===== config.mk =====
export PLATFORM = sky130hd
export DESIGN_NAME = note_matrix_scan
export DESIGN_NICKNAME = d
export VERILOG_FILES = /design/src/rtl/note_matrix_scan.sv
export SDC_FILE = /design/constraint.sdc
export NUM_CORES = 1
export LEC_CHECK = 0
export ABC_AREA = 1
export CAP_MARGIN = 20
export CORE_ASPECT_RATIO = 1.25
export CORE_MARGIN = 2
export CORE_UTILIZATION = 55
export DETAILED_ROUTE_END_ITERATION = 8
export PLACE_DENSITY_LB_ADDON = 0.15
export SYNTH_ARGS = -nofsm -noshare
export SYNTH_HDL_FRONTEND = slang
export SYNTH_SLANG_ARGS = --single-unit

===== constraint.sdc =====
create_clock -name clk -period 4.4 [get_ports clk]
set_input_delay 0.44 -clock clk [delete_from_list [all_inputs] [get_ports clk]]
set_output_delay 0.44 -clock clk [all_outputs]
set_load 0.1 [all_outputs]

===== src/rtl/note_matrix_scan.sv =====
// LED matrix consumer: captures loader columns into a scrolling frame buffer and
// scans it out row by row, with tear-free frame update and end-of-song drain.
module note_matrix_scan #(
    parameter int COLS     = 16,
    parameter int ROWS     = 10,
    parameter int SCAN_DIV = 1000,
    parameter int BLANK    = 8
) (
    input  logic            clk,
    input  logic            rst,
    input  logic [ROWS-1:0] note_R,
    input  logic [ROWS-1:0] note_G,
    input  logic [3:0]      offset,
    input  logic            finish,
    output logic [ROWS-1:0] row_sel,
    output logic [COLS-1:0] col_R,
    output logic [COLS-1:0] col_G,
    output logic            frame_tick,
    output logic            busy
);
    localparam int RW = (ROWS > 1) ? $clog2(ROWS) : 1;
    localparam int DW = (SCAN_DIV > 1) ? $clog2(SCAN_DIV) : 1;

    typedef enum logic [1:0] {IDLE = 2'd0, RUN = 2'd1, DRAIN = 2'd2} state_t;
    state_t state_reg, state_next;

    // Index COLS-1 is the newest column, index 0 the oldest.
    logic [COLS-1:0][ROWS-1:0] shift_r_reg, shift_g_reg;
    logic [COLS-1:0][ROWS-1:0] disp_r_reg, disp_g_reg;

    logic [3:0]      offset_q;
    logic            finish_q;
    logic [RW-1:0]   row_reg;
    logic [DW-1:0]   dwell_reg;
    logic [4:0]      drain_reg, drain_next;
    logic            push, push_zero;
    logic            step, finish_rise, dwell_last, wrap;
    logic [ROWS-1:0] in_r, in_g;
    logic [COLS-1:0] col_r_next, col_g_next;

    assign step        = (offset != offset_q);
    assign finish_rise = finish & ~finish_q;
    assign dwell_last  = (dwell_reg == DW'(SCAN_DIV - 1));
    assign wrap        = dwell_last && (row_reg == RW'(ROWS - 1));
    assign in_r        = push_zero ? '0 : note_R;
    assign in_g        = push_zero ? '0 : note_G;

    always_comb begin
        state_next = state_reg;
        drain_next = drain_reg;
        push       = 1'b0;
        push_zero  = 1'b0;
        case (state_reg)
            IDLE: begin
                if (step) begin
                    push       = 1'b1;
                    state_next = RUN;
                end
            end
            RUN: begin
                push = step;
                if (finish_rise) begin
                    state_next = DRAIN;
                    drain_next = '0;
                end
            end
            DRAIN: begin
                // Flush one blank column per frame until the whole buffer is empty.
                if (wrap) begin
                    push      = 1'b1;
                    push_zero = 1'b1;
                    if (drain_reg == 5'(COLS - 1)) begin
                        state_next = IDLE;
                        drain_next = '0;
                    end else begin
                        drain_next = drain_reg + 5'd1;
                    end
                end
            end
            default: state_next = IDLE;
        endcase
    end

    always_ff @(posedge clk or negedge rst) begin
        if (!rst) begin
            state_reg <= IDLE;
            drain_reg <= '0;
            offset_q  <= '0;
            finish_q  <= 1'b1;
        end else begin
            state_reg <= state_next;
            drain_reg <= drain_next;
            offset_q  <= offset;
            finish_q  <= finish;
        end
    end

    always_ff @(posedge clk or negedge rst) begin
        if (!rst) begin
            dwell_reg <= '0;
            row_reg   <= '0;
        end else if (dwell_last) begin
            dwell_reg <= '0;
            row_reg   <= (row_reg == RW'(ROWS - 1)) ? '0 : row_reg + 1'b1;
        end else begin
            dwell_reg <= dwell_reg + 1'b1;
        end
    end

    always_ff @(posedge clk or negedge rst) begin
        if (!rst) begin
            shift_r_reg <= '0;
            shift_g_reg <= '0;
            disp_r_reg  <= '0;
            disp_g_reg  <= '0;
        end else begin
            if (push) begin
                shift_r_reg <= {in_r, shift_r_reg[COLS-1:1]};
                shift_g_reg <= {in_g, shift_g_reg[COLS-1:1]};
            end
            // Snapshot only at the frame boundary so a frame never mixes scroll positions.
            if (wrap) begin
                disp_r_reg <= shift_r_reg;
                disp_g_reg <= shift_g_reg;
            end
        end
    end

    for (genvar gi = 0; gi < COLS; gi++) begin : g_col
        assign col_r_next[gi] = disp_r_reg[gi][row_reg];
        assign col_g_next[gi] = disp_g_reg[gi][row_reg];
    end

    always_ff @(posedge clk or negedge rst) begin
        if (!rst) begin
            row_sel    <= '0;
            col_R      <= '0;
            col_G      <= '0;
            frame_tick <= 1'b0;
            busy       <= 1'b0;
        end else begin
            row_sel    <= (dwell_reg >= DW'(BLANK) && state_reg != IDLE)
                          ? (ROWS'(1) << row_reg) : '0;
            col_R      <= col_r_next;
            col_G      <= col_g_next;
            frame_tick <= wrap;
            busy       <= (state_next != IDLE);
        end
    end
endmodule


==> results of run 1 <==
-- through the flow --
| stage | setup slack, ns | cells | total power, mW | hold WS (ns) | util |
|---|---|---|---|---|---|
| after floorplan | 2.699 | 3403 | 6.709 | 0.1444 | - |
| final | 1.572 | 4065 | 12.59 | 0.2880 | 0.6200 |
| after detailed placement | 1.426 | 3942 | 6.889 | 0.4603 | 0.5775 |
| after global placement | 1.449 | 3942 | 6.884 | 0.4598 | 0.5775 |
| after CTS | 1.650 | 4064 | 12.70 | 0.2603 | 0.6198 |
| after global routing | 1.392 | 4065 | 12.99 | 0.2825 | 0.6200 |
-- worst max-delay path, cell delays in order, from the launching register on --
cell and delay (ns):
dfrtp_1 0.44, ha_1 0.20, nand2_1 0.09, nor2_1 0.27, nand4_1 0.39, nand2_4 0.21, buf_12 0.52, nand2_1 0.15
nand2_1 0.10
-- path summary, 6_finish.rpt --
check | start | endpoint | cells past startpoint
setup reg to reg | dwell_reg[0] | shift_g_reg[16] | 8
min in group asynchronous | rst | busy | 2
setup / recovery | dwell_reg[0] | shift_g_reg[16] | 8
hold / removal | finish | finish_q | 1
hold reg to reg | shift_r_reg[4] | disp_r_reg[4] | 2
max in group asynchronous | rst | disp_g_reg[48] | 3
-- layout make-up --
cell class	count	area share
clock buffer	111	0.06474
sequential	710	0.5427
tap	672	0.02568
multi-input combinational	2289	0.3079
timing repair buffer	104	0.03631
inverter	169	0.01945
clock inverter	10	0.003210
-- kinds of logic after synthesis --
family	Yosys count	share of synthesized area
simple gates	1755	0.2400
flops	710	0.6016
xor+xnor	3	0.0008898
buf+inv	404	0.05931
fa+ha+maj	5	0.002118
compound gates	526	0.09609
-- cell usage after synthesis --
library cell	instances	share of area
nand2_2	1	0.00021
ha_1	5	0.0021
xor2_1	3	0.00089
o22ai_1	33	0.0070
nor2_2	1	0.00021
nor3_1	12	0.0020
o31ai_1	1	0.00025
buf_1	47	0.0060
nand4_1	2	0.00042
dfstp_2	1	0.00089
a21oi_1	168	0.028
buf_2	68	0.012
clkbuf_1	80	0.010
dfrtp_1	709	0.60
nand2_1	1175	0.15
nand3_1	367	0.062
inv_2	4	0.00051
o21ai_0	259	0.044
a22oi_1	64	0.016
nor2_4	2	0.00076
a31oi_1	1	0.00021
buf_4	40	0.010
inv_1	165	0.021
nor2_1	195	0.025
-- metal layers --
| layer | part of all wire | vias up | global-route usage | wire (um) |
|---|---|---|---|---|
| li1 | - | 10830 | - | - |
| met1 | 0.43 | 11390 | 0.3542 | 30630 |
| met2 | 0.49 | 670 | 0.4398 | 34860 |
| met3 | 0.051 | 130 | 0.03054 | 3636 |
| met4 | 0.026 | 0 | 0.08660 | 1829 |
| met5 | 0 | - | 0 | 0 |
-- cell usage in the layout, fill, tap and decap left out, types with 4 or more instances in the layout --
cell type / synthesis / layout
nand2_1: 1175 / 1172
dfrtp_1: 709 / 709
nand3_1: 367 / 365
o21ai_0: 259 / 259
nor2_1: 195 / 189
a21oi_1: 168 / 168
inv_1: 165 / 165
clkbuf_16: 0 / 73
clkdlybuf4s50_1: 0 / 69
a22oi_1: 64 / 64
o22ai_1: 33 / 33
clkbuf_1: 80 / 23
buf_12: 0 / 18
clkbuf_8: 0 / 15
buf_4: 40 / 15
nor3_1: 12 / 12
nor2_2: 1 / 5
ha_1: 5 / 5
clkinv_2: 0 / 5
nor2_4: 2 / 4
-- repair_timing --
action | in CTS | in global routing
endpoints found under the hold margin | 100 | 0
resized for setup | 0 | 0
hold buffers | 1 | 0
-- report_power, final --
group,total (mW),internal (mW),switching (mW)
clock,5.83,3.36,2.47
sequential,6.57,6.55,0.0203
combinational,0.188,0.0439,0.144
total,12.6,9.96,2.63
==> results.toml, run 1 <==
[die]
num_rows = 94
io_pins = 71
dieArea_mm2 = 0.05558
die_w_um = 211.3
die_y_um = 263.1
start_util = 0.5593
coreArea_mm2 = 0.05281

[timing]
slew_viol_final = 0
tns_ns = 0
relSlewSlack = 0.1758
hold_viol = 0
max_freq_mhz = 353.6
rsz0062_at_grt = "no"
fin_skew_ns = 0.02419
period_share = 0.6428
tightest_slew_ns = 1.236
finalSetupViolations = 0
fin_crit_ns = 2.828

[global_route]
antenna_found_initial = 0
grt_start_max_net_pins = 214
overflow = 0
grt_pass1_wl_um = 117800
grt_usage = 0.2612
grt_pass1_vias = 22960

[outcome]
outcome = "finished clean"

[place]
postPlaceCellArea_mm2 = 0.03050
dpl.hpwl_um = 37170
io_buffer_count = 70
gp_congestion = 0.7806

[min_path]
hold_path.class = "in2reg"

[pwr]
ir_drop_v = 0.0002799
power.leakage_nw = 17.76
powerDensity_mw_per_mm2 = 384.6

[layout]
fillers = 4550
syn_to_final_growth_pct = 10.86
design_area_mm2 = 0.03274
regArea_mm2 = 0.01777
nets = 3375
num_antenna_cells = 0
layout-drive-gt1-share = 0.04480
multi_input_area_mm2 = 0.01008

[clocking]
post-cts-setup-buffer-count = 0
h-tree-depth = 3
cts_tree = "yes"
insertion_delay_ns = 0.61
cts_made_buffers = 69
clock_path_buffers = 3
clock_sinks = 710
clk_pin_slew_ns = 0.06
clock-root-buffer = "clkbuf_16"

[logic_synthesis]
syn_area_per_cell_um2 = 8.679
syn_inst = 3403
syn-num-nets = 3435
synth.distinct_cells = 24
synth-seq-cells = 710
syn-cell-area_mm2 = 0.02953
ys_seq_area_frac = 0.6016
ys.warnings.count = 0

[critical_path]
cp_max_fo = 213
r2r_setup_slack_ns = 1.57
start_kind = "flop"
required_ns = 4.94
end_kind = "flop"
crit_type = "reg2reg"
worst_ep_arrival_time_ns = 3.37

[detailed_routing]
post-route-drc-count = 0
drt_iter0_drc = 2080
firstDrtPassIters = 7
post_drt_wl_per_cell_um = 17.46
ant_nets = 0
wirelength_um = 70960
num_vias = 23020
via_per_inst = 5.663

[job]
cap_viol_max_count = 0
No activity file was read; power rests on OpenSTA's default activity.
==> inputs of run 2 (changes only) <==
clock period = 2.95 ns   (was 4.4 ns; I/O delays follow)
==> run 2 against run 1 <==
Effect of this change: non-clock buffer count rose by 31; register-to-register slack got worse by 1.2 ns; worst setup slack got worse by 1.2 ns; clock power rose by 51%; via count barely moved; critical endpoint is now shift_g_reg[100]; largest power group unchanged.
==> results.toml, run 2 (same netlist as run 1, synthesis figures left out) <==
[die]
coreArea_mm2 = 0.05281
dieArea_mm2 = 0.05558
io_pins = 71
num_rows = 94
die_w_um = 211.3
die_y_um = 263.1
start_util = 0.5593

[timing]
rsz0062_at_grt = "no"
period_share = 0.8852
relSlewSlack = 0.4783
fin_hold_ws_ns = 0.1589
hold_viol = 0
finalSetupViolations = 0
tns_ns = 0
fin_crit_ns = 2.611
slew_viol_final = 0
fin_skew_ns = 0.01611
tightest_slew_ns = 0.7826
max_freq_mhz = 382.9

[outcome]
outcome = "finished clean"

[critical_path]
cp_top_family = "simple AND/OR/NAND/NOR gates"
critical_path.cell_chain = "ha_1 -> nand2_1 -> nor2_1 -> nand4_1 -> buf_4 -> nand2_4 -> buf_12 -> nand2_1 -> nand2_1"
path_buf_inv = 2
worst_ep_arrival_time_ns = 3.14
crit_type = "reg2reg"
end_kind = "flop"
start_kind = "flop"
required_ns = 3.48
cp_slowest_cell = "dfrtp_1"
max_stage_delay_ns = 0.43
crit_path_frequent_cell = "nand2_1"
cp_max_fo = 56

[pwr]
power.leakage_nw = 18.05
powerDensity_mw_per_mm2 = 572.5
ir_drop_v = 0.0005790

[clocking]
clock_path_buffers = 3
clk_pin_slew_ns = 0.06
h-tree-depth = 3
clock_sinks = 710
cts_made_buffers = 69
clock-root-buffer = "clkbuf_16"
post-cts-setup-buffer-count = 0
insertion_delay_ns = 0.60
cts_tree = "yes"

[global_route]
grt_usage = 0.2661
grt_pass1_wl_um = 119700
grt_pass1_vias = 23230
grt_start_max_net_pins = 133
antenna_found_initial = 0
overflow = 0

[job]
cap_viol_max_count = 0

[layout]
mostFrequentLayoutCells = "1,172 x nand2_1, 709 x dfrtp_1, 365 x nand3_1, 259 x o21ai_0, 189 x nor2_1"
nets = 3406
num_antenna_cells = 0
syn_to_final_growth_pct = 11.80
fillers = 4455
layout-drive-gt1-share = 0.06776
layout_commonest_cell = "nand2_1"

[detailed_routing]
via_per_inst = 5.622
wirelength_um = 71460
drt_iter0_drc = 2011
post-route-drc-count = 0
num_vias = 23030
ant_nets = 0
firstDrtPassIters = 5
post_drt_wl_per_cell_um = 17.45

[place]
gp_congestion = 0.8166
dpl.hpwl_um = 40390
io_buffer_count = 70

[min_path]
hold_path.class = "in2reg"
-- run 2: cell types whose count changed in the layout (fill, tap and decap cells not counted), sizes merged --
| cell | delta |
|---|---|
| buf | +75 |
| bufinv | +2 |
| clkbuf | -5 |
| clkdlybuf4s50 | -44 |
| clkinv | +2 |
| clkinvlp | +2 |
| inv | -1 |
-- run 2: per-layer routing --
metal / up-vias / global-route usage / wire length, um
met2: 642 / 0.4371 / 34720
met1: 11360 / 0.3583 / 30470
li1: 10880 / - / -
met5: - / 0 / 0
met3: 150 / 0.03674 / 3812
met4: 0 / 0.1083 / 2460
-- run 2: report_power, final --
| group | internal, mW | switching, mW | leakage [nW] |
|---|---|---|---|
| clock network | 5.16 | 3.65 | 1.11 |
| registers | 9.77 | 0.0303 | 9.87 |
| logic | 0.0744 | 0.216 | 7.07 |
-- run 2: worst paths after layout --
check / start / endpoint / slack (ns) / cells after the start
worst min register to register: shift_g_reg[5] / disp_g_reg[5] / 0.48 / 2
worst max register to register: dwell_reg[0] / shift_g_reg[100] / 0.34 / 9
worst min-delay path: finish / finish_q / 0.16 / 1
worst max-delay path: dwell_reg[0] / shift_g_reg[100] / 0.34 / 9
min in group asynchronous: rst / busy / 0.27 / 2
max in group asynchronous: rst / disp_r_reg[142] / 1.74 / 3
-- run 2: final cells by class --
class	instances	area (um^2)	share of cell area
sequential	710	17770	0.5381
multi-input combinational	2289	10080	0.3053
clock buffer	106	2101	0.06362
timing repair buffer	135	1436	0.04350
tap	672	840.8	0.02546
inverter	169	636.9	0.01929
clock inverter	15	155.1	0.004699
-- run 2: timing repair --
| action | 4_1_cts | 5_1_grt |
|---|---|---|
| hold endpoints to repair | 46 | 0 |
| hold buffers | 1 | 0 |
| gates resized for setup | 0 | 0 |
-- run 2: stage by stage --
stage	instances	cell area (um^2)	utilization	power (mW)	setup WS, ns
5_1_grt	4096	33020	0.6253	19.54	0.09938
3_5_place_dp	3974	30750	0.5824	10.29	0.3722
4_1_cts	4096	33020	0.6253	19.10	0.3573
6_report	4096	33020	0.6253	18.90	0.3387
3_3_place_gp	3974	30750	0.5824	10.28	0.4919
2_1_floorplan	3403	29530	-	10.01	1.249
